## config.mk

```make
export PLATFORM = sky130hd
export DESIGN_NAME = lsu_wb_ctrl
export DESIGN_NICKNAME = d
export VERILOG_FILES = /design/src/rtl/rv_pkg.sv /design/src/rtl/lsu_align.sv /design/src/rtl/lsu_wb_ctrl.sv
export SDC_FILE = /design/constraint.sdc
export NUM_CORES = 1
export LEC_CHECK = 0
export ABC_AREA = 1
export BUFFER_PORTS_ARGS = -buffer_cell sky130_fd_sc_hd__buf_2
export CAP_MARGIN = 0
export CORE_AREA = 2 2 165 167
export DETAILED_ROUTE_END_ITERATION = 8
export DIE_AREA = 0 0 167 169
export GPL_TIMING_DRIVEN = 0
export PLACE_DENSITY = 0.77
export SLEW_MARGIN = 20
export SYNTH_ARGS = -nofsm -noshare
export SYNTH_HDL_FRONTEND = slang
export SYNTH_SLANG_ARGS = --single-unit
```

## constraint.sdc

```tcl
create_clock -name clk -period 3.9 [get_ports clk]
set_clock_uncertainty 0.05 [all_clocks]
set_input_delay 0 -clock clk [delete_from_list [all_inputs] [get_ports clk]]
set_output_delay 0 -clock clk [all_outputs]
set_load 0.02 [all_outputs]
```

## src/rtl/rv_pkg.sv

```systemverilog
// Shared encodings for the load/store write-back path: access sizes, funct3
// field positions and the controller state type.
package rv_pkg;

  typedef enum logic [1:0] {
    MEM_B = 2'd0,
    MEM_H = 2'd1,
    MEM_W = 2'd2,
    MEM_D = 2'd3
  } mem_size_e;

  localparam int F3_UNSIGNED = 2;
  localparam int F3_SIZE_HI  = 1;
  localparam int F3_SIZE_LO  = 0;

  typedef enum logic [1:0] {
    IDLE = 2'd0,
    REQ  = 2'd1,
    WAIT = 2'd2,
    WB   = 2'd3
  } lsu_state_e;

endpackage

```

## src/rtl/lsu_align.sv

```systemverilog
// Combinational byte-lane steering: store data shift and strobes, load
// extraction with sign/zero extension, and the natural-alignment test.
module lsu_align
  import rv_pkg::*;
#(
  parameter  int XLEN   = 64,
  localparam int STRB_W = XLEN / 8,
  localparam int OFF_W  = $clog2(STRB_W)
) (
  input  logic [OFF_W-1:0]  off,
  input  mem_size_e         size,
  input  logic              is_unsigned,
  input  logic [XLEN-1:0]   st_data,
  input  logic [XLEN-1:0]   ld_raw,
  output logic [XLEN-1:0]   st_wdata,
  output logic [STRB_W-1:0] st_strb,
  output logic [XLEN-1:0]   ld_data,
  output logic              misaligned
);

  logic [STRB_W-1:0] strb_base;
  logic [XLEN-1:0]   shifted;
  logic              fill;
  int                nbits;

  assign st_wdata = st_data << {off, 3'b000};
  assign st_strb  = strb_base << off;

  // NOTE: every variable written here gets a default first, so no path can infer a latch.
  always_comb begin
    strb_base  = '1;
    misaligned = 1'b0;
    case (size)
      MEM_B: begin
        strb_base  = STRB_W'(1);
        misaligned = 1'b0;
      end
      MEM_H: begin
        strb_base  = STRB_W'(3);
        misaligned = off[0];
      end
      MEM_W: begin
        strb_base  = STRB_W'(15);
        misaligned = |off[1:0];
      end
      MEM_D: begin
        strb_base  = '1;
        // Doubleword accesses do not exist on a 32-bit datapath.
        misaligned = (XLEN != 64) || (|off);
      end
    endcase
  end

  always_comb begin
    shifted = ld_raw >> {off, 3'b000};
    nbits   = XLEN;
    fill    = 1'b0;
    ld_data = shifted;
    case (size)
      MEM_B: begin nbits = 8;    fill = shifted[7];      end
      MEM_H: begin nbits = 16;   fill = shifted[15];     end
      MEM_W: begin nbits = 32;   fill = shifted[31];     end
      MEM_D: begin nbits = XLEN; fill = shifted[XLEN-1]; end
    endcase
    if (is_unsigned) fill = 1'b0;
    for (int i = 0; i < XLEN; i++) begin
      ld_data[i] = (i < nbits) ? shifted[i] : fill;
    end
  end

endmodule

```

## src/rtl/lsu_wb_ctrl.sv

```systemverilog
// Load/store and write-back controller: accepts one instruction at a time,
// runs the memory handshake if needed, and presents one registered write-back beat.
module lsu_wb_ctrl
  import rv_pkg::*;
#(
  parameter int XLEN   = 64,
  parameter int ADDR_W = 64,
  parameter int RD_W   = 5
) (
  input  logic                clk,
  input  logic                rst_n,
  input  logic                in_valid,
  output logic                in_ready,
  input  logic                in_is_load,
  input  logic                in_is_store,
  input  logic [2:0]          in_funct3,
  input  logic [XLEN-1:0]     in_alu_res,
  input  logic [XLEN-1:0]     in_rs2,
  input  logic [RD_W-1:0]     in_rd,
  input  logic                in_wb_en,
  output logic                mem_req_valid,
  input  logic                mem_req_ready,
  output logic                mem_req_we,
  output logic [ADDR_W-1:0]   mem_req_addr,
  output logic [XLEN-1:0]     mem_req_wdata,
  output logic [XLEN/8-1:0]   mem_req_wstrb,
  input  logic                mem_rsp_valid,
  input  logic [XLEN-1:0]     mem_rsp_rdata,
  output logic                wb_valid,
  input  logic                wb_ready,
  output logic [RD_W-1:0]     wb_rd,
  output logic [XLEN-1:0]     wb_data,
  output logic                wb_en,
  output logic                misalign
);

  localparam int STRB_W = XLEN / 8;
  localparam int OFF_W  = $clog2(STRB_W);

  lsu_state_e        state;
  logic [OFF_W-1:0]  off_q;
  mem_size_e         size_q;
  logic              uns_q;
  logic              is_load_q;
  logic              wb_en_q;
  logic [RD_W-1:0]   rd_q;

  logic [ADDR_W-1:0] in_addr;
  logic [XLEN-1:0]   in_addr_ext;
  mem_size_e         in_size;
  logic              in_mem;
  logic              in_rd_nz;

  mem_size_e         al_size;
  logic [OFF_W-1:0]  al_off;
  logic              al_uns;
  logic [XLEN-1:0]   al_wdata;
  logic [STRB_W-1:0] al_strb;
  logic [XLEN-1:0]   al_ld_data;
  logic              al_misaligned;

  assign in_addr     = in_alu_res[ADDR_W-1:0];
  assign in_addr_ext = XLEN'(in_addr);
  assign in_size     = mem_size_e'(in_funct3[F3_SIZE_HI:F3_SIZE_LO]);
  assign in_mem      = in_is_load | in_is_store;
  assign in_rd_nz    = (in_rd != '0);

  // The aligner sees the live instruction while idle and the captured one afterwards.
  always_comb begin
    al_off  = off_q;
    al_size = size_q;
    al_uns  = uns_q;
    if (state == IDLE) begin
      al_off  = in_addr[OFF_W-1:0];
      al_size = in_size;
      al_uns  = in_funct3[F3_UNSIGNED];
    end
  end

  lsu_align #(.XLEN(XLEN)) u_align (
    .off         (al_off),
    .size        (al_size),
    .is_unsigned (al_uns),
    .st_data     (in_rs2),
    .ld_raw      (mem_rsp_rdata),
    .st_wdata    (al_wdata),
    .st_strb     (al_strb),
    .ld_data     (al_ld_data),
    .misaligned  (al_misaligned)
  );

  // NOTE: state is updated with non-blocking assignments so every register samples pre-edge values.
  always_ff @(posedge clk) begin
    // NOTE: reset is synchronous; rst_n is only looked at on the clock edge.
    if (!rst_n) begin
      state         <= IDLE;
      in_ready      <= 1'b1;
      off_q         <= '0;
      size_q        <= MEM_B;
      uns_q         <= 1'b0;
      is_load_q     <= 1'b0;
      wb_en_q       <= 1'b0;
      rd_q          <= '0;
      mem_req_valid <= 1'b0;
      mem_req_we    <= 1'b0;
      mem_req_addr  <= '0;
      mem_req_wdata <= '0;
      mem_req_wstrb <= '0;
      wb_valid      <= 1'b0;
      wb_rd         <= '0;
      wb_data       <= '0;
      wb_en         <= 1'b0;
      misalign      <= 1'b0;
    end else begin
      case (state)
        IDLE: begin
          if (in_valid) begin
            in_ready  <= 1'b0;
            off_q     <= in_addr[OFF_W-1:0];
            size_q    <= in_size;
            uns_q     <= in_funct3[F3_UNSIGNED];
            is_load_q <= in_is_load;
            wb_en_q   <= in_wb_en & in_rd_nz;
            rd_q      <= in_rd;
            if (in_mem && !al_misaligned) begin
              state         <= REQ;
              mem_req_valid <= 1'b1;
              mem_req_we    <= in_is_store;
              mem_req_addr  <= {in_addr[ADDR_W-1:OFF_W], {OFF_W{1'b0}}};
              mem_req_wdata <= in_is_store ? al_wdata : '0;
              mem_req_wstrb <= in_is_store ? al_strb : '0;
            end else begin
              // Misaligned accesses report the faulting address for mtval.
              state    <= WB;
              wb_valid <= 1'b1;
              wb_rd    <= in_rd;
              wb_data  <= in_mem ? in_addr_ext : in_alu_res;
              wb_en    <= !in_mem && in_wb_en && in_rd_nz;
              misalign <= in_mem;
            end
          end
        end
        REQ: begin
          if (mem_req_ready) begin
            state         <= WAIT;
            mem_req_valid <= 1'b0;
            mem_req_we    <= 1'b0;
            mem_req_addr  <= '0;
            mem_req_wdata <= '0;
            mem_req_wstrb <= '0;
          end
        end
        WAIT: begin
          if (mem_rsp_valid) begin
            state    <= WB;
            wb_valid <= 1'b1;
            wb_rd    <= rd_q;
            wb_data  <= is_load_q ? al_ld_data : '0;
            wb_en    <= is_load_q & wb_en_q;
            misalign <= 1'b0;
          end
        end
        WB: begin
          if (wb_ready) begin
            state    <= IDLE;
            in_ready <= 1'b1;
            wb_valid <= 1'b0;
            wb_rd    <= '0;
            wb_data  <= '0;
            wb_en    <= 1'b0;
            misalign <= 1'b0;
          end
        end
      endcase
    end
  end

endmodule

```

; ---- Word-level counts from Yosys, hierarchy flattened
; Cells that the tools add are included.
[word_totals]
reg_bits = 226
in_bits = 209
word_cells = 243
[op_classes]
order_cmp = 64
eq_ne = 12
n_shift = 3
muxes = 125
n_bitwise = 3
n_reduce_logical = 18
[op_table]
columns = op, n
row1 = "less-than comparator 7 x 32 -> 1 bit, first input constant", 32
row2 = 2-to-1 mux 64 bit, 11
row3 = "less-than comparator 6 x 32 -> 1 bit, first input constant", 16
row4 = "less-than comparator 5 x 32 -> 1 bit, first input constant", 8
row5 = case mux 64 bit (2 select lines), 2
row6 = case mux 64 bit (3 select lines), 1
row7 = "less-than comparator 4 x 32 -> 1 bit, first input constant", 4
row8 = case mux 32 bit (4 select lines), 1
row9 = 2-to-1 mux 1 bit, 83
row10 = "less-than comparator 3 x 32 -> 1 bit, first input constant", 2
row11 = left shift 64 x 6 -> 64 bit, 1
row12 = right shift 64 x 6 -> 64 bit, 1
row13 = "less-than comparator 1 x 32 -> 1 bit, first input constant", 1
row14 = "less-than comparator 2 x 32 -> 1 bit, first input constant", 1
row15 = 2-to-1 mux 8 bit, 4
row16 = case mux 8 bit (4 select lines), 1
row17 = 2-to-1 mux 5 bit, 4
row18 = case mux 8 bit (2 select lines), 1
row19 = case mux 5 bit (3 select lines), 1
row20 = 2-to-1 mux 2 bit, 6
row21 = "!= test 2 bit, second input constant", 5
row22 = case mux 1 bit (3 select lines), 3
row23 = "equality test 2 bit, second input constant", 4
row24 = case mux 1 bit (4 select lines), 2
row25 = other kinds (20), 30

; ---- Longest topological paths before layout
[logic_depth]
word_depth = 9
mapped_depth = 17
depth_no_buf = 15

; ---- Cells and area by module
; Synthesis repeated with hierarchy kept, for this count alone.
[unflattened]
cells_unflattened = 2247
hier_area_um2 = 13470.4
[by_module_without_submodules]
columns = module, instances, cells_each, area_per_inst_um2, seq_area_each_um2
row1 = lsu_wb_ctrl, 1, 1429, 9624.2, 4464.3
row2 = lsu_align, 1, 818, 3846.2, 0.0

; ---- Worst setup path before layout
; No wires, ideal clock.
[synth_timing]
path_type = register -> register
from = reg state[0]
to = reg mem_req_wdata[59]
setup_ps = 132
arrival_ps = 2041
required_ps = 3718
slack_ps = 1676
path_stages_with_launch = 15
n_path_buf = 4
synth_period_minus_slack_ps = 2224
cell_sequence = dfxtp_1 inv_1 ha_1 buf_4 nand2_2 nand2_2 buf_6 buf_4 buf_4 o21ai_0 nand2_1 o211ai_1 nand2_1 nand4_1 a21oi_1
[synth_between]
elab_chain_len = 8
word_cells_on_any_way = 23
cone_classes = eq/ne: 7 / shift: 1 / mux: 7 / reduce/logical: 8
[synth_lines]
columns = element, line_no
row1 = start: declaration, lsu_wb_ctrl.sv:40  ; lsu_state_e state;
row2 = start signal: assignment, lsu_wb_ctrl.sv:96  ; state <= IDLE;
row3 = start signal: assignment, lsu_wb_ctrl.sv:126  ; state <= REQ;
row4 = start signal: assignment, lsu_wb_ctrl.sv:134  ; state <= WB;
row5 = branches (longest 8 deep; another with left shift 64 x 6 -> 64 bit), n/a
row6 = end signal: assignment, lsu_wb_ctrl.sv:130  ; mem_req_wdata <= in_is_store ? al_wdata : '0;
row7 = end: declaration, lsu_wb_ctrl.sv:25  ; output logic [XLEN-1:0] mem_req_wdata,
; Several ways; the timed one is not identified. The select of a mux whose other input is x is not followed.
; A chain may end at the register's enable or synchronous reset.

; ---- Worst setup path in the final report
[layout_timing]
from = reg state[0]
to = reg wb_data[1]
[layout_between]
elab_chain_len = 9
word_cells_on_any_way = 30
cone_classes = order compare: 1 / eq/ne: 9 / shift: 1 / mux: 11 / reduce/logical: 8
[layout_lines]
columns = element, line_no
row1 = zero test 2 bit, "lsu_wb_ctrl.sv:73, lsu_wb_ctrl.sv:115"
row2 = 2-to-1 mux 2 bit / 2-to-1 mux 3 bit (equally long branches), lsu_wb_ctrl.sv:73  ; if (state == IDLE) begin
row3 = "equality test 2 bit, or another cell as far along", "lsu_align.sv:33, lsu_align.sv:59"
row4 = case mux 32 bit (4 select lines) / case mux 1 bit (4 select lines) (equally long branches), lsu_align.sv:59  ; case (size)
row5 = less-than comparator 2 x 32 -> 1 bit / 2-to-1 mux 1 bit (equally long branches), "lsu_align.sv:67, lsu_align.sv:65"
row6 = 2-to-1 mux 1 bit, lsu_align.sv:67  ; ld_data[i] = (i < nbits) ? shifted[i] : fill;
row7 = 2-to-1 mux 64 bit, lsu_wb_ctrl.sv:158  ; wb_data <= is_load_q ? al_ld_data : '0;
row8 = 2-to-1 mux 64 bit, lsu_wb_ctrl.sv:154  ; if (mem_rsp_valid) begin
row9 = case mux 64 bit (3 select lines), lsu_wb_ctrl.sv:115  ; case (state)
row10 = end signal: assignment, lsu_wb_ctrl.sv:137  ; wb_data <= in_mem ? in_addr_ext : in_alu_res;
row11 = end signal: assignment, lsu_wb_ctrl.sv:158
row12 = end: declaration, lsu_wb_ctrl.sv:32  ; output logic [XLEN-1:0] wb_data,
; Several ways; a longest one is shown, not always the timed one. The select of a mux whose other input is x is not followed.

==> metrics.txt <==
via count of the first global-routing pass=16680; Synth cell types=40; clock tree buffer depth=3; portion of total power attributed to sequential cells=roughly a fifth; post-synthesis cell type with the largest combined area=dfxtp_1; die area=between 0.02 and 0.03 mm^2; mean area per synthesized cell=between 6 and 7 um^2; commonest cells in the netlist=nand2_1 (583), a21oi_1 (327), dfxtp_1 (223), o21ai_0 (170), nor2_1 (141); endpoint required time on the critical path=4.28 ns; clock latency on the worst-skew pair=about 0.54 ns; die extent in y=169 um; most instantiated flip-flop cell in the synthesis netlist=dfxtp_1; LEAKAGE=roughly 8.0 nW; Critical Path Fanout Max=10; clock share of power=around 15%; global-route wire length before repair=slightly below 100 mm; overall power of the completed layout=between 0.015 and 0.02 W; unrepaired setup endpoints after global routing=no; Synth area leaders=dfxtp_1 (34%), nand2_1 (17%), a21oi_1 (13%); aggregate global-route resource usage=about 44%; starting utilization of the core area=48.89%; Worst IR Drop VDD=between 0.5 and 0.6 mV; status=finished, final reports clean; FF+latch count, synth=roughly 220; post-layout utilization of the core=65.46%; number of enable-type register cells in the synthesized netlist=0; kind of launch point of the worst setup path=register; Internal=roughly 0.0073 W; Post-Route Hold Slack=around 0.024 ns; Core Footprint=between 0.02 and 0.03 mm^2; number of failing hold endpoints at the final stage=0; pin slew with the least headroom to its limit=1.356 ns; TritonCTS buffer count=24; sequential area share after synthesis=roughly a third; Worst Path Class, Setup=register to register; via count normalized by instance count=between 6 and 7; half-perimeter wire length after detailed placement=approximately 51 mm; Horiz. Die Dim=167 um; max-slew violations=0; Mapped Area=between 0.01 and 0.015 mm^2; Final setup viols=0; Hold/Removal Path Class=input port to register; Sw Pwr=about 0.009 W; kind of end point of the critical path=register; Site Rows=60; I/O pin count=420; Total Routed Length=66.30 mm; depth of the CTS H-tree=1; pwr/cell area=939.8 mW/mm^2; final period demand of the worst path=approximately 3.4 ns; switching part of the total=between 50% and 60%; Max transition margin=roughly a tenth; DRC violations left=0; post-detailed-placement cell area=0.01547 mm^2; post-cts repair resize count=0; pin count of the biggest net entering global routing=15; Placer Congestion=~1.1; antenna-violating nets left=0; area growth from synthesis to layout=33.89%; combinational cell fraction of total power=approximately 65%; Post-Syn Instances=2062; async set or reset register ratio after synthesis=0%; sequential cell area=approximately 0.0045 mm^2; Layout Cell Area excl Fill=roughly 0.017 mm^2; top cell type's share of synthesized area=34.46%; final worst path period share=between 80% and 90%; I/O Buffers=415; number of DRC violations after detailed-routing iteration 0=~2700; maximum capacitance violations=0; library cell with the highest instance count after synthesis=nand2_1; clock tree from TritonCTS=done; number of clock sinks=around 220; 1st-pass router iterations=7; maximum clock rate=0.2977 GHz; layout cell share with drive strength beyond 1=20.80%; arrival time at the worst endpoint=3.74 ns; routed via count=around 18000; filler cell count=between 2000 and 2500; initial antenna violation count=6; Wirelength per Cell=22.30 um; GR Overflow Total=0; Setup Total Neg Slack=0 ns; cell at the root of the clock tree=clkbuf_16; Yosys warning total=0; total area of multi-input combinational cells=~0.0073 mm^2; Total Nets Final=2821; clock edge transition at the registers on the reported setup and hold paths=around 0.06 ns
==> layout make-up <==
class	count	share of cell area, %
clock inverters	13	1.082
plain buffers	185	4.876
inverters	84	1.818
well taps	341	2.460
diodes	7	0.1010
multi-input cells	1572	42.30
flip-flops and latches	223	25.74
clock buffers	30	3.707
repair buffers	518	17.92
==> sequential cells by signal, indices dropped and copies added, names as in the netlist, 2 cells and up <==
register	flops
wb_rd	5
off_q	3
rd_q	5
mem_req_wstrb	8
state	2
size_q	2
mem_req_wdata	64
mem_req_addr	61
wb_data	64
==> metal layers <==
| layer | share of wire (%) | track usage (%) |
|---|---|---|
| met1 | 40 | 60.57 |
| met2 | 41 | 64.90 |
| met3 | 14 | 12.65 |
| met4 | 4.8 | 19.42 |
| met5 | 0.060 | 0 |
==> what timing repair did <==
| item | 4_1_cts | 5_1_grt |
|---|---|---|
| hold endpoints to repair | 165 | 0 |
| hold buffers | 103 | 0 |
| endpoints found under the setup margin | 0 | 0 |
| setup buffers | 0 | 0 |
==> power groups by stage <==
stage / Combinational [W] / Clock (W) / Sequential, W
floorplan: 0.00567 / 0 / 0.00405
global placement: 0.00977 / 0 / 0.00332
detailed placement: 0.00986 / 0 / 0.00333
CTS: 0.0100 / 0.00243 / 0.00330
global route: 0.0112 / 0.00252 / 0.00338
finish: 0.0105 / 0.00244 / 0.00333
==> metrics by stage <==
stage	setup slack, ns	std cells
floorplan	1.676	2064
CTS	0.7309	2966
global placement	0.7607	2820
global route	0.4900	2967
finish	0.5408	2973
detailed placement	0.7478	2820
==> layout by cell type, fill, tap and decap left out, types with 2 or more instances in the layout <==
cell,instances
nand2_1,583
buf_2,454
a21oi_1,327
dfxtp_1,223
o21ai_0,170
nor2_1,141
nand3_1,119
clkbuf_1,107
dlygate4sd3_1,103
nand4_1,97
inv_1,78
o21ai_1,30
o211ai_1,30
clkbuf_16,24
buf_4,21
buf_1,18
nand2_2,11
diode_2,7
nor3_1,7
or2_1,7
inv_2,6
and2_1,6
o21a_1,6
clkinv_2,5
a211oi_1,4
o22ai_1,4
ha_1,4
bufinv_16,4
nand2_4,3
buf_6,3
o31ai_1,3
nor4_1,3
conb_1,3
or2_2,2
a22oi_1,2
a31oi_1,2
clkbuf_8,2
inv_6,2
==> critical path: stages (launching register included) <==
cell	delay, ns
dfxtp_1	0.41
inv_1	0.09
ha_1	0.25
buf_4	0.20
nand2_1	0.07
nand2_1	0.11
inv_1	0.17
buf_2	0.28
clkbuf_1	0.53
nand3_1	0.23
a21oi_1	0.48
o22ai_1	0.17
nor2_1	0.15
nor2_1	0.05
==> cells by family (layout without fill, tap and decap cells) <==
kind of cell	after synthesis	in the layout	share of synthesized area [%]
other cells	1	10	0.02894
compound gates	582	582	23.67
mux	1	1	0.07726
buf+inv	269	830	8.962
simple gates	982	982	32.42
flops	223	223	34.46
fa+ha+maj	4	4	0.3863
==> final timing paths <==
path,startpoint,end,slack [ns],cells after the start
max,state[0],wb_data[1],0.54,13
min,rst_n,wb_data[17],0.02,4
max reg2reg,state[0],wb_data[1],0.54,13
min reg2reg,mem_req_wdata[39],mem_req_wdata[39],0.41,2
Power figures use the tool's default switching activity.
